[config.mk]
export PLATFORM = sky130hd
export DESIGN_NAME = axi_wb_flat
export DESIGN_NICKNAME = d
export VERILOG_FILES = /design/src/rtl/axi_pkg.sv /design/src/rtl/axi_wb_if.sv /design/src/rtl/axi_wbeat.sv /design/src/rtl/axi_wb.sv /design/src/flat_wrapper.sv
export SDC_FILE = /design/constraint.sdc
export NUM_CORES = 1
export LEC_CHECK = 0
export BUFFER_PORTS_ARGS = -buffer_cell sky130_fd_sc_hd__buf_2
export CORE_MARGIN = 3
export CORE_UTILIZATION = 42
export DETAILED_ROUTE_END_ITERATION = 8
export GPL_TIMING_DRIVEN = 0
export PLACE_DENSITY = 0.76
export SLEW_MARGIN = 20
export SYNTH_ARGS = -nofsm -noshare
export SYNTH_HDL_FRONTEND = slang
export SYNTH_SLANG_ARGS = --single-unit
[constraint.sdc]
create_clock -name clk -period 2.2 [get_ports clk]
set_input_delay 0.44 -clock clk [delete_from_list [all_inputs] [get_ports clk]]
set_output_delay 0.44 -clock clk [all_outputs]
set_load 0.01 [all_outputs]
[src/rtl/axi_pkg.sv]
// Shared state encoding, AXI constants and default widths for the FIFO-to-AXI write bridge.
package axi_pkg;

  localparam int DEF_ADDR_W = 16;
  localparam int DEF_DATA_W = 32;
  localparam int DEF_LEN_W  = 8;

  localparam logic [1:0] BURST_INCR = 2'b01;
  localparam logic [2:0] SIZE_4B    = 3'd2;
  localparam logic [1:0] RESP_OKAY  = 2'b00;
  localparam logic [3:0] STRB_ALL   = 4'hF;

  typedef enum logic [2:0] {
    IDLE  = 3'd0,
    AW    = 3'd1,
    FETCH = 3'd2,
    SEND  = 3'd3,
    BRESP = 3'd4,
    DONE  = 3'd5
  } state_t;

  function automatic logic resp_is_err(input logic [1:0] resp);
    return resp != RESP_OKAY;
  endfunction

endpackage

[src/rtl/axi_wb_if.sv]
// Bundles the FIFO, burst-parameter RAM and AXI write channels of the bridge.
interface axi_wb_if
  import axi_pkg::*;
#(
  parameter int ADDR_W = DEF_ADDR_W,
  parameter int DATA_W = DEF_DATA_W,
  parameter int LEN_W  = DEF_LEN_W
) ();

  logic [DATA_W-1:0] arg_0_out_data;
  logic              arg_0_read_ready;
  logic              arg_0_read_valid;

  logic [7:0]        arg_1_raddr;
  logic [LEN_W-1:0]  arg_1_rdata;
  logic [15:0]       arg_2_raddr;
  logic [ADDR_W-1:0] arg_2_rdata;

  logic [ADDR_W-1:0] arg_3_s_axi_awaddr;
  logic [LEN_W-1:0]  arg_3_s_axi_awlen;
  logic [2:0]        arg_3_s_axi_awsize;
  logic [1:0]        arg_3_s_axi_awburst;
  logic              arg_3_s_axi_awvalid;
  logic              arg_3_s_axi_awready;

  logic [DATA_W-1:0] arg_3_s_axi_wdata;
  logic [3:0]        arg_3_s_axi_wstrb;
  logic              arg_3_s_axi_wlast;
  logic              arg_3_s_axi_wvalid;
  logic              arg_3_s_axi_wready;

  logic              arg_3_s_axi_bready;
  logic              arg_3_s_axi_bvalid;
  logic [1:0]        arg_3_s_axi_bresp;

  logic              valid;
  logic              error;

  modport master (
    input  arg_0_out_data, arg_0_read_ready,
    output arg_0_read_valid,
    output arg_1_raddr, arg_2_raddr,
    input  arg_1_rdata, arg_2_rdata,
    output arg_3_s_axi_awaddr, arg_3_s_axi_awlen, arg_3_s_axi_awsize,
    output arg_3_s_axi_awburst, arg_3_s_axi_awvalid,
    input  arg_3_s_axi_awready,
    output arg_3_s_axi_wdata, arg_3_s_axi_wstrb, arg_3_s_axi_wlast, arg_3_s_axi_wvalid,
    input  arg_3_s_axi_wready,
    output arg_3_s_axi_bready,
    input  arg_3_s_axi_bvalid, arg_3_s_axi_bresp,
    output valid, error
  );

  modport slave (
    output arg_0_out_data, arg_0_read_ready,
    input  arg_0_read_valid,
    input  arg_1_raddr, arg_2_raddr,
    output arg_1_rdata, arg_2_rdata,
    input  arg_3_s_axi_awaddr, arg_3_s_axi_awlen, arg_3_s_axi_awsize,
    input  arg_3_s_axi_awburst, arg_3_s_axi_awvalid,
    output arg_3_s_axi_awready,
    input  arg_3_s_axi_wdata, arg_3_s_axi_wstrb, arg_3_s_axi_wlast, arg_3_s_axi_wvalid,
    output arg_3_s_axi_wready,
    input  arg_3_s_axi_bready,
    output arg_3_s_axi_bvalid, arg_3_s_axi_bresp,
    input  valid, error
  );

endinterface

[src/rtl/axi_wbeat.sv]
// Write-data beat path: beat counter, latched FIFO word and wlast generation.
// Data outputs are forced to zero outside SEND so nothing stale ever reaches the bus.
module axi_wbeat
  import axi_pkg::*;
#(
  parameter int DATA_W = DEF_DATA_W,
  parameter int LEN_W  = DEF_LEN_W
) (
  input  logic              clk,
  input  logic              rst,
  input  logic              i_clr,
  input  logic              i_pop,
  input  logic              i_adv,
  input  logic              i_send,
  input  logic [DATA_W-1:0] i_dat,
  input  logic [LEN_W-1:0]  i_len,
  output logic [DATA_W-1:0] o_wdata,
  output logic [3:0]        o_wstrb,
  output logic              o_wlast,
  output logic              o_last
);

  // One extra bit so a 256-beat burst never wraps the count.
  logic [LEN_W:0]    r_cnt;
  logic [DATA_W-1:0] r_wdata;
  logic              w_last;

  assign w_last = (r_cnt == {1'b0, i_len});

  always_ff @(posedge clk or posedge rst) begin
    if (rst) begin
      r_cnt   <= '0;
      r_wdata <= '0;
    end else begin
      if (i_clr) begin
        r_cnt <= '0;
      end else if (i_adv) begin
        r_cnt <= r_cnt + 1'b1;
      end
      if (i_clr) begin
        r_wdata <= '0;
      end else if (i_pop) begin
        r_wdata <= i_dat;
      end
    end
  end

  assign o_last  = w_last;
  assign o_wlast = i_send && w_last;
  assign o_wdata = i_send ? r_wdata : '0;
  assign o_wstrb = i_send ? STRB_ALL : 4'h0;

endmodule

[src/rtl/axi_wb.sv]
// FIFO-to-AXI4 write bridge: one INCR burst of len+1 FIFO words, then capture the write response.
// Each beat costs a FETCH (pop) and a SEND cycle; every channel stalls indefinitely on its handshake.
module axi_wb
  import axi_pkg::*;
#(
  parameter int ADDR_W = DEF_ADDR_W,
  parameter int DATA_W = DEF_DATA_W,
  parameter int LEN_W  = DEF_LEN_W
) (
  input  logic     clk,
  input  logic     rst,
  axi_wb_if.master bus
);

  state_t            r_state;
  state_t            w_next;
  logic [LEN_W-1:0]  r_len;
  logic [ADDR_W-1:0] r_base;
  logic              r_error;

  logic              w_pop;
  logic              w_w_hs;
  logic              w_adv;
  logic              w_beat_last;
  logic [DATA_W-1:0] w_wdata;
  logic [3:0]        w_wstrb;
  logic              w_wlast;

  assign w_pop  = (r_state == FETCH) && bus.arg_0_read_ready;
  assign w_w_hs = (r_state == SEND) && bus.arg_3_s_axi_wready;
  assign w_adv  = w_w_hs && !w_beat_last;

  always_ff @(posedge clk or posedge rst) begin
    if (rst) begin
      r_state <= IDLE;
    end else begin
      r_state <= w_next;
    end
  end

  always_comb begin
    w_next = r_state;
    case (r_state)
      IDLE:    w_next = AW;
      AW:      if (bus.arg_3_s_axi_awready) w_next = FETCH;
      FETCH:   if (w_pop) w_next = SEND;
      SEND:    if (w_w_hs) w_next = w_beat_last ? BRESP : FETCH;
      BRESP:   if (bus.arg_3_s_axi_bvalid) w_next = DONE;
      DONE:    w_next = DONE;
      default: w_next = IDLE;
    endcase
  end

  always_comb begin
    bus.arg_3_s_axi_awvalid = 1'b0;
    bus.arg_3_s_axi_awaddr  = '0;
    bus.arg_3_s_axi_awlen   = '0;
    bus.arg_3_s_axi_awsize  = 3'd0;
    bus.arg_3_s_axi_awburst = 2'b00;
    bus.arg_3_s_axi_wvalid  = 1'b0;
    bus.arg_3_s_axi_bready  = 1'b0;
    bus.arg_0_read_valid    = 1'b0;
    bus.valid               = 1'b0;
    case (r_state)
      AW: begin
        bus.arg_3_s_axi_awvalid = 1'b1;
        bus.arg_3_s_axi_awaddr  = r_base;
        bus.arg_3_s_axi_awlen   = r_len;
        bus.arg_3_s_axi_awsize  = SIZE_4B;
        bus.arg_3_s_axi_awburst = BURST_INCR;
      end
      FETCH:   bus.arg_0_read_valid   = bus.arg_0_read_ready;
      SEND:    bus.arg_3_s_axi_wvalid = 1'b1;
      BRESP:   bus.arg_3_s_axi_bready = 1'b1;
      DONE:    bus.valid              = 1'b1;
      default: ;
    endcase
  end

  // Burst parameters are sampled once per run, while the FSM sits in IDLE.
  always_ff @(posedge clk or posedge rst) begin
    if (rst) begin
      r_len   <= '0;
      r_base  <= '0;
      r_error <= 1'b0;
    end else begin
      if (r_state == IDLE) begin
        r_len  <= bus.arg_1_rdata;
        r_base <= bus.arg_2_rdata;
      end
      if ((r_state == BRESP) && bus.arg_3_s_axi_bvalid) begin
        r_error <= resp_is_err(bus.arg_3_s_axi_bresp);
      end
    end
  end

  axi_wbeat #(
    .DATA_W (DATA_W),
    .LEN_W  (LEN_W)
  ) u_wbeat (
    .clk     (clk),
    .rst     (rst),
    .i_clr   (r_state == IDLE),
    .i_pop   (w_pop),
    .i_adv   (w_adv),
    .i_send  (r_state == SEND),
    .i_dat   (bus.arg_0_out_data),
    .i_len   (r_len),
    .o_wdata (w_wdata),
    .o_wstrb (w_wstrb),
    .o_wlast (w_wlast),
    .o_last  (w_beat_last)
  );

  assign bus.arg_3_s_axi_wdata = w_wdata;
  assign bus.arg_3_s_axi_wstrb = w_wstrb;
  assign bus.arg_3_s_axi_wlast = w_wlast;
  assign bus.arg_1_raddr       = 8'd0;
  assign bus.arg_2_raddr       = 16'd0;
  assign bus.error             = r_error;

endmodule

[src/flat_wrapper.sv]
// flat-port wrapper written by rule: the top's interface ports become plain ports
module axi_wb_flat import axi_pkg::*;
#(
  parameter int ADDR_W = DEF_ADDR_W,
  parameter int DATA_W = DEF_DATA_W,
  parameter int LEN_W  = DEF_LEN_W
)
  (clk, rst, bus_arg_0_out_data, bus_arg_0_read_ready, bus_arg_0_read_valid, bus_arg_1_raddr, bus_arg_2_raddr, bus_arg_1_rdata, bus_arg_2_rdata, bus_arg_3_s_axi_awaddr, bus_arg_3_s_axi_awlen, bus_arg_3_s_axi_awsize, bus_arg_3_s_axi_awburst, bus_arg_3_s_axi_awvalid, bus_arg_3_s_axi_awready, bus_arg_3_s_axi_wdata, bus_arg_3_s_axi_wstrb, bus_arg_3_s_axi_wlast, bus_arg_3_s_axi_wvalid, bus_arg_3_s_axi_wready, bus_arg_3_s_axi_bready, bus_arg_3_s_axi_bvalid, bus_arg_3_s_axi_bresp, bus_valid, bus_error);
  axi_wb_if #(.ADDR_W(ADDR_W), .DATA_W(DATA_W), .LEN_W(LEN_W)) bus_i ();
  input  logic clk;
  input  logic rst;
  input wire logic [$bits(bus_i.arg_0_out_data)-1:0] bus_arg_0_out_data;
  input wire logic [$bits(bus_i.arg_0_read_ready)-1:0] bus_arg_0_read_ready;
  output wire logic [$bits(bus_i.arg_0_read_valid)-1:0] bus_arg_0_read_valid;
  output wire logic [$bits(bus_i.arg_1_raddr)-1:0] bus_arg_1_raddr;
  output wire logic [$bits(bus_i.arg_2_raddr)-1:0] bus_arg_2_raddr;
  input wire logic [$bits(bus_i.arg_1_rdata)-1:0] bus_arg_1_rdata;
  input wire logic [$bits(bus_i.arg_2_rdata)-1:0] bus_arg_2_rdata;
  output wire logic [$bits(bus_i.arg_3_s_axi_awaddr)-1:0] bus_arg_3_s_axi_awaddr;
  output wire logic [$bits(bus_i.arg_3_s_axi_awlen)-1:0] bus_arg_3_s_axi_awlen;
  output wire logic [$bits(bus_i.arg_3_s_axi_awsize)-1:0] bus_arg_3_s_axi_awsize;
  output wire logic [$bits(bus_i.arg_3_s_axi_awburst)-1:0] bus_arg_3_s_axi_awburst;
  output wire logic [$bits(bus_i.arg_3_s_axi_awvalid)-1:0] bus_arg_3_s_axi_awvalid;
  input wire logic [$bits(bus_i.arg_3_s_axi_awready)-1:0] bus_arg_3_s_axi_awready;
  output wire logic [$bits(bus_i.arg_3_s_axi_wdata)-1:0] bus_arg_3_s_axi_wdata;
  output wire logic [$bits(bus_i.arg_3_s_axi_wstrb)-1:0] bus_arg_3_s_axi_wstrb;
  output wire logic [$bits(bus_i.arg_3_s_axi_wlast)-1:0] bus_arg_3_s_axi_wlast;
  output wire logic [$bits(bus_i.arg_3_s_axi_wvalid)-1:0] bus_arg_3_s_axi_wvalid;
  input wire logic [$bits(bus_i.arg_3_s_axi_wready)-1:0] bus_arg_3_s_axi_wready;
  output wire logic [$bits(bus_i.arg_3_s_axi_bready)-1:0] bus_arg_3_s_axi_bready;
  input wire logic [$bits(bus_i.arg_3_s_axi_bvalid)-1:0] bus_arg_3_s_axi_bvalid;
  input wire logic [$bits(bus_i.arg_3_s_axi_bresp)-1:0] bus_arg_3_s_axi_bresp;
  output wire logic [$bits(bus_i.valid)-1:0] bus_valid;
  output wire logic [$bits(bus_i.error)-1:0] bus_error;
  assign bus_i.arg_0_out_data = bus_arg_0_out_data;
  assign bus_i.arg_0_read_ready = bus_arg_0_read_ready;
  assign bus_arg_0_read_valid = bus_i.arg_0_read_valid;
  assign bus_arg_1_raddr = bus_i.arg_1_raddr;
  assign bus_arg_2_raddr = bus_i.arg_2_raddr;
  assign bus_i.arg_1_rdata = bus_arg_1_rdata;
  assign bus_i.arg_2_rdata = bus_arg_2_rdata;
  assign bus_arg_3_s_axi_awaddr = bus_i.arg_3_s_axi_awaddr;
  assign bus_arg_3_s_axi_awlen = bus_i.arg_3_s_axi_awlen;
  assign bus_arg_3_s_axi_awsize = bus_i.arg_3_s_axi_awsize;
  assign bus_arg_3_s_axi_awburst = bus_i.arg_3_s_axi_awburst;
  assign bus_arg_3_s_axi_awvalid = bus_i.arg_3_s_axi_awvalid;
  assign bus_i.arg_3_s_axi_awready = bus_arg_3_s_axi_awready;
  assign bus_arg_3_s_axi_wdata = bus_i.arg_3_s_axi_wdata;
  assign bus_arg_3_s_axi_wstrb = bus_i.arg_3_s_axi_wstrb;
  assign bus_arg_3_s_axi_wlast = bus_i.arg_3_s_axi_wlast;
  assign bus_arg_3_s_axi_wvalid = bus_i.arg_3_s_axi_wvalid;
  assign bus_i.arg_3_s_axi_wready = bus_arg_3_s_axi_wready;
  assign bus_arg_3_s_axi_bready = bus_i.arg_3_s_axi_bready;
  assign bus_i.arg_3_s_axi_bvalid = bus_arg_3_s_axi_bvalid;
  assign bus_i.arg_3_s_axi_bresp = bus_arg_3_s_axi_bresp;
  assign bus_valid = bus_i.valid;
  assign bus_error = bus_i.error;
  axi_wb #(.ADDR_W(ADDR_W), .DATA_W(DATA_W), .LEN_W(LEN_W)) u_core (.clk(clk), .rst(rst), .bus(bus_i));
endmodule
==> summary.json, run 1 <==
{
  "synth_simple_gate_area_share": {"value": 24.14, "unit": "%"},
  "multi_input_comb_area": {"value": 1486, "unit": "um^2"},
  "worst_r2r_path_depth": {"value": 6},
  "cellPowerDensity": {"value": 539.6, "unit": "nW/um^2"},
  "max_slew_margin": {"value": 62.90, "unit": "%"},
  "crit_required": {"value": 1760, "unit": "ps"},
  "timing.critical_path.buf_inv": {"value": 1},
  "unrepaired_setup_endpoints_after_global_routing": {"value": "yes"},
  "worstSetupEndpointType": {"value": "output port"},
  "area.growth.synth_to_final": {"value": 35.05, "unit": "%"},
  "synth_compound_area_share": {"value": 11.82, "unit": "%"},
  "clock-root-buffer": {"value": "sky130_fd_sc_hd__clkbuf_8"},
  "vias_per_cell": {"value": 4.653},
  "placement_rows": {"value": 32},
  "postCtsHoldBufs": {"value": 0},
  "grt_pass1_vias": {"value": 2982},
  "yosys.area.top_type_share": {"value": 50.02, "unit": "%"},
  "numPortBuffers": {"value": 132},
  "netlist_instances": {"value": 362},
  "synth_top_family_by_area": {"value": "simple AND/OR/NAND/NOR gates"},
  "synth_flop_cell": {"value": "sky130_fd_sc_hd__dfrtp_1"},
  "clock_tree.htree_level_count": {"value": 3},
  "clock.fmax": {"value": 0.4558, "unit": "GHz"},
  "worst_pin_slew": {"value": 556.5, "unit": "ps"},
  "synthesis.area_per_instance": {"value": 9.536, "unit": "um^2"},
  "ys_top_cells_by_area": {"value": "sky130_fd_sc_hd__dfrtp_1 50%, sky130_fd_sc_hd__and2_1 10%, sky130_fd_sc_hd__nand2_1 8.4%, sky130_fd_sc_hd__a22o_1 8.1%, sky130_fd_sc_hd__buf_4 7.8%"},
  "hold_class": {"value": "input port to async pin"},
  "via_count": {"value": 3006},
  "fill_cells": {"value": 697},
  "clock_latency_reported_for_the_late_side_of_the_worst_skew_pair": {"value": 330, "unit": "ps"},
  "timing.final.crit_share": {"value": 99.73, "unit": "%"},
  "yosys-mux-area-fraction": {"value": 0.9061, "unit": "%"},
  "netSwitchingPower": {"value": 0.0005333, "unit": "W"},
  "die_height": {"value": 96.66, "unit": "um"},
  "floorplan.initialDensity": {"value": 43.99, "unit": "%"},
  "drt_first_pass_iters": {"value": 4},
  "final-hold-violation-count": {"value": 0},
  "core-area": {"value": 7848, "unit": "um^2"},
  "grt_overflow_total": {"value": 0},
  "ctsLongestPathBuffers": {"value": 2},
  "critical_path_cell_count": {"value": 5},
  "ioPinCount": {"value": 160},
  "path_class": {"value": "flop to output port"},
  "setup_slack": {"value": 6.004, "unit": "ps"},
  "max_stage_delay_cell_worst_path": {"value": "sky130_fd_sc_hd__dfrtp_1"},
  "synthesis.yosys.warnings": {"value": 0},
  "synthesis.area": {"value": 3452, "unit": "um^2"},
  "antenna_cells_inserted": {"value": 0},
  "detail_route.wl_per_cell": {"value": 13.24, "unit": "um"},
  "drive_above_1_share": {"value": 38.24, "unit": "%"},
  "synth_xor_area_share": {"value": 2.283, "unit": "%"},
  "drv.max_cap_violation_count": {"value": 0},
  "post_synthesis_sequential_area_ratio": {"value": 50.02, "unit": "%"},
  "synth.ff_latch_count": {"value": 69},
  "starting_drt_drc_count": {"value": 101},
  "cpLargestDelayFamily": {"value": "simple AND/OR/NAND/NOR gates"},
  "cts_tree": {"value": "yes"},
  "combinationalPowerShare": {"value": 6.2, "unit": "%"},
  "design_power_total": {"value": 0.002516, "unit": "W"},
  "finClkSkew": {"value": 8.091, "unit": "ps"},
  "synth_adder_area_share": {"value": 0.3625, "unit": "%"},
  "finalSetupViolCount": {"value": 0},
  "flop_pwr_share": {"value": 50.5, "unit": "%"},
  "placement.setup.worst_slack": {"value": -35.13, "unit": "ps"},
  "timing.critical_path.fanout_max": {"value": 7},
  "regToRegStartpoint": {"value": "u_core.r_state[0]"},
  "critical_path.max_stage_delay": {"value": 450, "unit": "ps"},
  "cts.sink_count": {"value": 69},
  "finalCoreUtilization": {"value": 59.41, "unit": "%"},
  "final_max_slew_viol_count": {"value": 0},
  "critical_path.cell_chain": {"value": "xor2_1 -> nor3_1 -> nand3_1 -> nor3_2 -> buf_2"},
  "totalWireLength": {"value": 8.553, "unit": "mm"},
  "synth_top_cell_by_area": {"value": "sky130_fd_sc_hd__dfrtp_1"},
  "place_hpwl": {"value": 6.256, "unit": "mm"},
  "power.share.clock": {"value": 43.3, "unit": "%"},
  "drc_errors": {"value": 0},
  "ff2ff_setup_slack": {"value": 270, "unit": "ps"},
  "final-seq-area": {"value": 1729, "unit": "um^2"},
  "vdd_drop_max": {"value": 300.2, "unit": "uV"},
  "place.gp.congestion": {"value": 0.9012},
  "arr_time_crit_path": {"value": 1750, "unit": "ps"},
  "mostFrequentLayoutCells": {"value": "135 x sky130_fd_sc_hd__buf_2, 76 x sky130_fd_sc_hd__nand2_1, 67 x sky130_fd_sc_hd__dfrtp_1"},
  "grt_antenna_before_repair": {"value": 0},
  "fin_crit": {"value": 2194, "unit": "ps"},
  "layout.cells.most_common": {"value": "sky130_fd_sc_hd__buf_2"},
  "worstSetupStartpointType": {"value": "flop"},
  "run_status": {"value": "finished, final reports clean"},
  "p_int": {"value": 0.001983, "unit": "W"},
  "count_of_flip_flops_with_a_built_in_enable_after_synthesis": {"value": 0},
  "dieWidth": {"value": 96.66, "unit": "um"},
  "design.die.area": {"value": 9343, "unit": "um^2"},
  "route.antenna.remaining_nets": {"value": 0},
  "grt_total_usage": {"value": 18.44, "unit": "%"},
  "yosysUniqueCellTypes": {"value": 32},
  "p_sw_share": {"value": 21.20, "unit": "%"},
  "rr_endpoint": {"value": "u_core.r_base[8]"},
  "finalNetCount": {"value": 604},
  "largest_net_degree_at_the_start_of_global_routing": {"value": 37},
  "clk_transition_reported_paths": {"value": 80, "unit": "ps"},
  "global_route_wire_length_before_repair": {"value": 14.46, "unit": "mm"},
  "synth_async_sr_flop_share": {"value": 100.0, "unit": "%"},
  "total_leakage_power": {"value": 2.620, "unit": "nW"},
  "cts_inserted_buffers": {"value": 9}
}
-- repair_timing --
item / in CTS / in global routing
pin swaps: 3 / 3
gates resized for setup: 13 / 11
buffers inserted: 5 / 2
endpoints found under the hold margin: 0 / 0
setup endpoints to repair: 61 / 43
-- routing by layer --
metal	vias up	wire, um	track usage (%)
li1	1496	-	-
met1	1393	3853	23.90
met2	111	4081	30.89
met3	6	566	4.975
met4	0	52	4.212
met5	-	0	0
-- worst max path at each step --
stage / from / end / slack [ps]
floorplan: rst / u_core.bus.error / 20
global placement: rst / u_core.bus.error / -810
detailed placement: u_core.r_state[2] / bus_arg_3_s_axi_awlen[1] / -40
CTS: u_core.u_wbeat.r_cnt[2] / bus_arg_3_s_axi_wlast / 2
global route: u_core.u_wbeat.r_cnt[5] / bus_arg_3_s_axi_wlast / -80
finish: u_core.u_wbeat.r_cnt[2] / bus_arg_3_s_axi_wlast / 6
-- sequential cells by signal, summed over array words and instances (netlist names) --
register and flops:
u_core.u_wbeat.r_wdata 32, u_core.r_base 16, u_core.u_wbeat.r_cnt 9, u_core.r_len 8, u_core.r_state 3, u_core.bus.error 1
-- synthesized netlist by cell type (2+ instances only) --
cell,count
sky130_fd_sc_hd__mux2i_1,2
sky130_fd_sc_hd__nand2_1,77
sky130_fd_sc_hd__inv_1,5
sky130_fd_sc_hd__a21o_1,2
sky130_fd_sc_hd__or3_1,3
sky130_fd_sc_hd__dfrtp_1,69
sky130_fd_sc_hd__buf_4,36
sky130_fd_sc_hd__xor2_1,9
sky130_fd_sc_hd__o21ai_0,8
sky130_fd_sc_hd__a22o_1,32
sky130_fd_sc_hd__nor3_1,4
sky130_fd_sc_hd__and2_1,56
sky130_fd_sc_hd__nor2_1,7
sky130_fd_sc_hd__nand3_1,13
sky130_fd_sc_hd__clkbuf_1,16
sky130_fd_sc_hd__and3_1,3
sky130_fd_sc_hd__a21oi_1,5
-- cells by family after synthesis --
group	after synthesis
and+or+nand+nor	168
DFF	69
buffers and inverters	59
AOI/OAI and AO/OA	52
xor gates and xnor gates	9
muxes	3
adders and majority gates	1
other	1
-- cell type report --
class	instances	area share [%]
multi-input cells	260	31.88
well taps	102	2.738
repair buffers	140	15.73
clock inverters	5	1.610
inverters	5	0.4563
flip-flops and latches	69	37.09
plain buffers	54	7.676
clock buffers	11	2.818
-- through the flow --
step           TNS [ps]  instances  instance area [um^2]  hold slack (ps)
2_1_floorplan         0        388                  3550            437.4
3_3_place_gp     -55700        622                  4338            450.4
3_5_place_dp     -374.3        623                  4360            455.0
4_1_cts               0        644                  4637            123.1
5_1_grt          -75.08        646                  4662            136.3
6_report              0        646                  4662            116.4
-- power groups by stage --
stage	Combinational [W]	Clock (W)	Sequential, W
4_1_cts	0.000155	0.00112	0.00127
3_3_place_gp	0.000149	0	0.00130
6_report	0.000155	0.00109	0.00127
2_1_floorplan	0.0000796	0	0.00130
3_5_place_dp	0.000155	0	0.00130
5_1_grt	0.000174	0.00119	0.00127
Note: power is estimated with default switching activity, not from simulation.
==> inputs of run 2 (changes only) <==
--- a/config.mk
+++ b/config.mk
@@ -5,12 +5,13 @@
 export SDC_FILE = /design/constraint.sdc
 export NUM_CORES = 1
 export LEC_CHECK = 0
+export ABC_AREA = 1
 export BUFFER_PORTS_ARGS = -buffer_cell sky130_fd_sc_hd__buf_2
 export CORE_MARGIN = 3
-export CORE_UTILIZATION = 42
+export CORE_UTILIZATION = 43
 export DETAILED_ROUTE_END_ITERATION = 8
 export GPL_TIMING_DRIVEN = 0
-export PLACE_DENSITY = 0.76
+export PLACE_DENSITY = 0.77
 export SLEW_MARGIN = 20
 export SYNTH_ARGS = -nofsm -noshare
 export SYNTH_HDL_FRONTEND = slang
==> run 2 against run 1 <==
Compared with the run above: combinational power rose to 18 times the previous value; clock power is 30% higher; via count grew 15%; non-clock buffer count is 8 lower; final cell count rose by 17%; area after synthesis grew 5.9%; total power grew 150%; critical path type unchanged; clock-buffer cell count unchanged; largest power group is now combinational logic; register-to-register slack better by 420 ps.
==> summary.json, run 2 <==
{
  "run_status": {"value": "finished, final reports clean"},
  "final-seq-area": {"value": 1727, "unit": "um^2", "change": "-0.14%"},
  "drt_first_pass_iters": {"value": 4, "change": "unchanged"},
  "worstSetupStartpointType": {"value": "flop"},
  "yosys.area.top_type_share": {"value": 47.21, "unit": "%", "change": "-2.8 points"},
  "largest-register": {"value": "u_core.u_wbeat.r_wdata"},
  "dieWidth": {"value": 98.23, "unit": "um", "change": "+1.6%"},
  "critical_path.startpoint": {"value": "u_core.r_state[0]"},
  "yosys.cell_count.top_type": {"value": "sky130_fd_sc_hd__nor2_1"},
  "clock-root-buffer": {"value": "sky130_fd_sc_hd__clkbuf_8"},
  "finalCoreUtilization": {"value": 59.03, "unit": "%", "change": "-0.38 points"},
  "cpLargestDelayFamily": {"value": "buffers and inverters"},
  "place.gp.congestion": {"value": 0.7991, "change": "-11%"},
  "ioPinCount": {"value": 160, "change": "unchanged"},
  "core-area": {"value": 8258, "unit": "um^2", "change": "+5.2%"},
  "mostFrequentLayoutCells": {"value": "138 x sky130_fd_sc_hd__buf_2, 87 x sky130_fd_sc_hd__nor2_1, 76 x sky130_fd_sc_hd__nand2_1"},
  "fin_crit": {"value": 2075, "unit": "ps", "change": "-119.4 ps"},
  "place_hpwl": {"value": 6.714, "unit": "mm", "change": "+7.3%"},
  "postCtsHoldBufs": {"value": 0, "change": "unchanged"},
  "clock_latency_reported_for_the_late_side_of_the_worst_skew_pair": {"value": 330, "unit": "ps", "change": "about the same"},
  "clock.fmax": {"value": 0.4820, "unit": "GHz", "change": "+5.8%"},
  "grt_pass1_vias": {"value": 3376, "change": "+13%"},
  "die_height": {"value": 98.23, "unit": "um", "change": "+1.6%"},
  "drv.max_cap_violation_count": {"value": 0, "change": "unchanged"},
  "layout.cells.most_common": {"value": "sky130_fd_sc_hd__buf_2"},
  "clk_transition_reported_paths": {"value": 80, "unit": "ps", "change": "about the same"},
  "path_class": {"value": "flop to output port"},
  "grt_overflow_total": {"value": 0, "change": "unchanged"},
  "finalNetCount": {"value": 714, "change": "+18%"},
  "grt_total_usage": {"value": 18.42, "unit": "%", "change": "about the same"},
  "numPortBuffers": {"value": 132, "change": "unchanged"},
  "finClkSkew": {"value": 7.019, "unit": "ps", "change": "-1.073 ps"},
  "critical_path.max_stage_delay": {"value": 360, "unit": "ps", "change": "-90 ps"},
  "largest_net_degree_at_the_start_of_global_routing": {"value": 36, "change": "-2.7%"},
  "placement.setup.worst_slack": {"value": 293.5, "unit": "ps", "change": "+328.7 ps"},
  "crit_path_frequent_cell": {"value": "sky130_fd_sc_hd__buf_2"},
  "arr_time_crit_path": {"value": 1630, "unit": "ps", "change": "-120 ps"},
  "critPathCapture": {"value": "bus_arg_3_s_axi_awsize[1]"},
  "route.antenna.remaining_nets": {"value": 0, "change": "unchanged"},
  "worstSetupEndpointType": {"value": "output port"},
  "critical_path.cell_chain": {"value": "buf_2 -> nand3_4 -> buf_2 -> inv_1 -> buf_4 -> buf_2"},
  "finalSetupViolCount": {"value": 0, "change": "unchanged"},
  "largestRegisters": {"value": "u_core.u_wbeat.r_wdata (32), u_core.r_base (16), u_core.u_wbeat.r_cnt (9)"},
  "multi_input_comb_area": {"value": 1365, "unit": "um^2", "change": "-8.2%"},
  "vdd_drop_max": {"value": 666.7, "unit": "uV", "change": "+120%"},
  "design.die.area": {"value": 9648, "unit": "um^2", "change": "+3.3%"},
  "unrepaired_setup_endpoints_after_global_routing": {"value": "no"},
  "cts_tree": {"value": "yes"},
  "placement_rows": {"value": 33, "change": "+3.1%"},
  "global_route_wire_length_before_repair": {"value": 14.62, "unit": "mm", "change": "+1.1%"},
  "synthesis.area_per_instance": {"value": 7.651, "unit": "um^2", "change": "-20%"},
  "vias_per_cell": {"value": 4.551, "change": "-2.2%"},
  "drc_errors": {"value": 0, "change": "unchanged"},
  "count_of_flip_flops_with_a_built_in_enable_after_synthesis": {"value": 0, "change": "unchanged"},
  "ff2ff_setup_slack": {"value": 690, "unit": "ps", "change": "+420 ps"},
  "cts_inserted_buffers": {"value": 9, "change": "unchanged"},
  "ctsLongestPathBuffers": {"value": 2, "change": "unchanged"},
  "detail_route.wl_per_cell": {"value": 11.49, "unit": "um", "change": "-13%"},
  "via_count": {"value": 3454, "change": "+15%"},
  "totalWireLength": {"value": 8.721, "unit": "mm", "change": "+2.0%"},
  "cts.sink_count": {"value": 69, "change": "unchanged"},
  "netlist_instances": {"value": 478, "change": "+32%"},
  "floorplan.initialDensity": {"value": 44.29, "unit": "%", "change": "+0.30 points"},
  "cellPowerDensity": {"value": 1273, "unit": "nW/um^2", "change": "+140%"},
  "max_stage_delay_cell_worst_path": {"value": "sky130_fd_sc_hd__dfrtp_1"},
  "antenna_cells_inserted": {"value": 0, "change": "unchanged"},
  "grt_antenna_before_repair": {"value": 0, "change": "unchanged"},
  "synth_top_cell_by_area": {"value": "sky130_fd_sc_hd__dfrtp_1"},
  "drive_above_1_share": {"value": 33.18, "unit": "%", "change": "-5.1 points"},
  "total_leakage_power": {"value": 2.805, "unit": "nW", "change": "+7.1%"},
  "ys_top_cells_by_area": {"value": "sky130_fd_sc_hd__dfrtp_1 47%, sky130_fd_sc_hd__nor2_1 8.9%, sky130_fd_sc_hd__inv_1 7.9%, sky130_fd_sc_hd__nand2_1 7.8%, sky130_fd_sc_hd__buf_4 7.4%"},
  "final-hold-violation-count": {"value": 0, "change": "unchanged"},
  "post_synthesis_sequential_area_ratio": {"value": 47.21, "unit": "%", "change": "-2.8 points"},
  "regToRegStartpoint": {"value": "u_core.r_state[0]"},
  "rr_endpoint": {"value": "u_core.u_wbeat.r_wdata[5]"},
  "setup_slack": {"value": 125.4, "unit": "ps", "change": "+119.4 ps"},
  "synth.ff_latch_count": {"value": 69, "change": "unchanged"},
  "timing.critical_path.fanout_max": {"value": 10, "change": "+3"},
  "yosysUniqueCellTypes": {"value": 31, "change": "-3.1%"},
  "synthesis.area": {"value": 3657, "unit": "um^2", "change": "+5.9%"},
  "area.growth.synth_to_final": {"value": 33.29, "unit": "%"},
  "final_max_slew_viol_count": {"value": 0, "change": "unchanged"},
  "crit_required": {"value": 1760, "unit": "ps", "change": "about the same"},
  "fill_cells": {"value": 767, "change": "+10%"},
  "timing.critical_path.buf_inv": {"value": 5, "change": "+4"},
  "hold_class": {"value": "input port to async pin"},
  "timing.final.crit_share": {"value": 94.30, "unit": "%", "change": "-5.4 points"},
  "synth_flop_cell": {"value": "sky130_fd_sc_hd__dfrtp_1"},
  "ys_top_cells_by_count": {"value": "87 x sky130_fd_sc_hd__nor2_1, 77 x sky130_fd_sc_hd__inv_1, 76 x sky130_fd_sc_hd__nand2_1, 69 x sky130_fd_sc_hd__dfrtp_1, 36 x sky130_fd_sc_hd__buf_4"},
  "critical_path_cell_count": {"value": 6, "change": "+1"},
  "clock_tree.htree_level_count": {"value": 3, "change": "unchanged"},
  "tns": {"value": 0, "unit": "ps", "change": "unchanged"},
  "worst_r2r_path_depth": {"value": 8, "change": "+2"},
  "flip_flop_count_of_the_largest_register_all_copies_and_words_added": {"value": 32, "change": "unchanged"},
  "starting_drt_drc_count": {"value": 123, "change": "+22%"},
  "synthesis.yosys.warnings": {"value": 0, "change": "unchanged"},
  "synth_async_sr_flop_share": {"value": 100.0, "unit": "%", "change": "unchanged"}
}
## run 2: final cells by class
| class | instances | share of cell area [%] |
|---|---|---|
| Clock buffer | 11 | 3.106 |
| Timing Repair Buffer | 134 | 14.12 |
| Inverter | 81 | 6.366 |
| Buffer | 52 | 7.649 |
| Tap cell | 105 | 2.695 |
| Multi-Input combinational cell | 302 | 28.00 |
| Clock inverter | 5 | 2.644 |
| Sequential cell | 69 | 35.42 |
## run 2: worst min path at each step
stage / start / endpoint / cells after the start
2_1_floorplan: u_core.r_base[0] / u_core.r_base[0] / 2
5_1_grt: rst / u_core.r_len[2] / 2
4_1_cts: rst / u_core.r_base[7] / 2
3_5_place_dp: rst / u_core.r_base[8] / 2
6_report: rst / u_core.r_len[2] / 2
3_3_place_gp: u_core.r_base[0] / u_core.r_base[0] / 2
## run 2: worst register-to-register path, stage by stage, from the launching register on
cell	delay (ps)
sky130_fd_sc_hd__dfrtp_1	360
sky130_fd_sc_hd__buf_2	180
sky130_fd_sc_hd__nor2_2	180
sky130_fd_sc_hd__nand2_1	130
sky130_fd_sc_hd__nor2_4	140
sky130_fd_sc_hd__buf_4	150
sky130_fd_sc_hd__buf_4	160
sky130_fd_sc_hd__nand2_1	60
sky130_fd_sc_hd__o21ai_0	80
## run 2: cells by family after synthesis
kind of cell             synth area share [%]
AND/OR/NAND/NOR                         23.64
buffers and inverters                   18.34
AO/OA/AOI/OAI                           9.648
flip-flops                              47.21
XOR/XNOR                               0.7186
adder cells (fa/ha/maj)                0.3421
other                                  0.1025
## run 2: what timing repair did
action / in CTS / in global routing
gates resized for setup: 1 / 8
setup buffers: 0 / 1
pin swaps: 0 / 1
setup endpoints to repair: 2 / 36
gates cloned: 0 / 0
## run 2: stage by stage
stage	hold slack [ps]	cell area (um^2)	cells	power, W
2_1_floorplan	481.1	3755	504	0.003875
3_3_place_gp	494.5	4547	741	0.004691
3_5_place_dp	494.6	4569	742	0.004771
4_1_cts	126.5	4851	758	0.006223
5_1_grt	151.6	4875	759	0.006719
6_report	128.2	4875	759	0.006204
## run 2: routing by layer
metal | track usage, % | up-vias | wire length (um)
li1 | - | 1738 | -
met1 | 22.30 | 1591 | 3696
met2 | 31.99 | 113 | 4459
met3 | 3.286 | 12 | 468
met4 | 8.298 | 0 | 97
met5 | 0 | - | 0
## run 2: report_power, final
| part | internal (W) | switching [W] |
|---|---|---|
| clock | 0.000935 | 0.000481 |
| sequential | 0.00179 | 0.000192 |
| combinational | 0.00105 | 0.00176 |
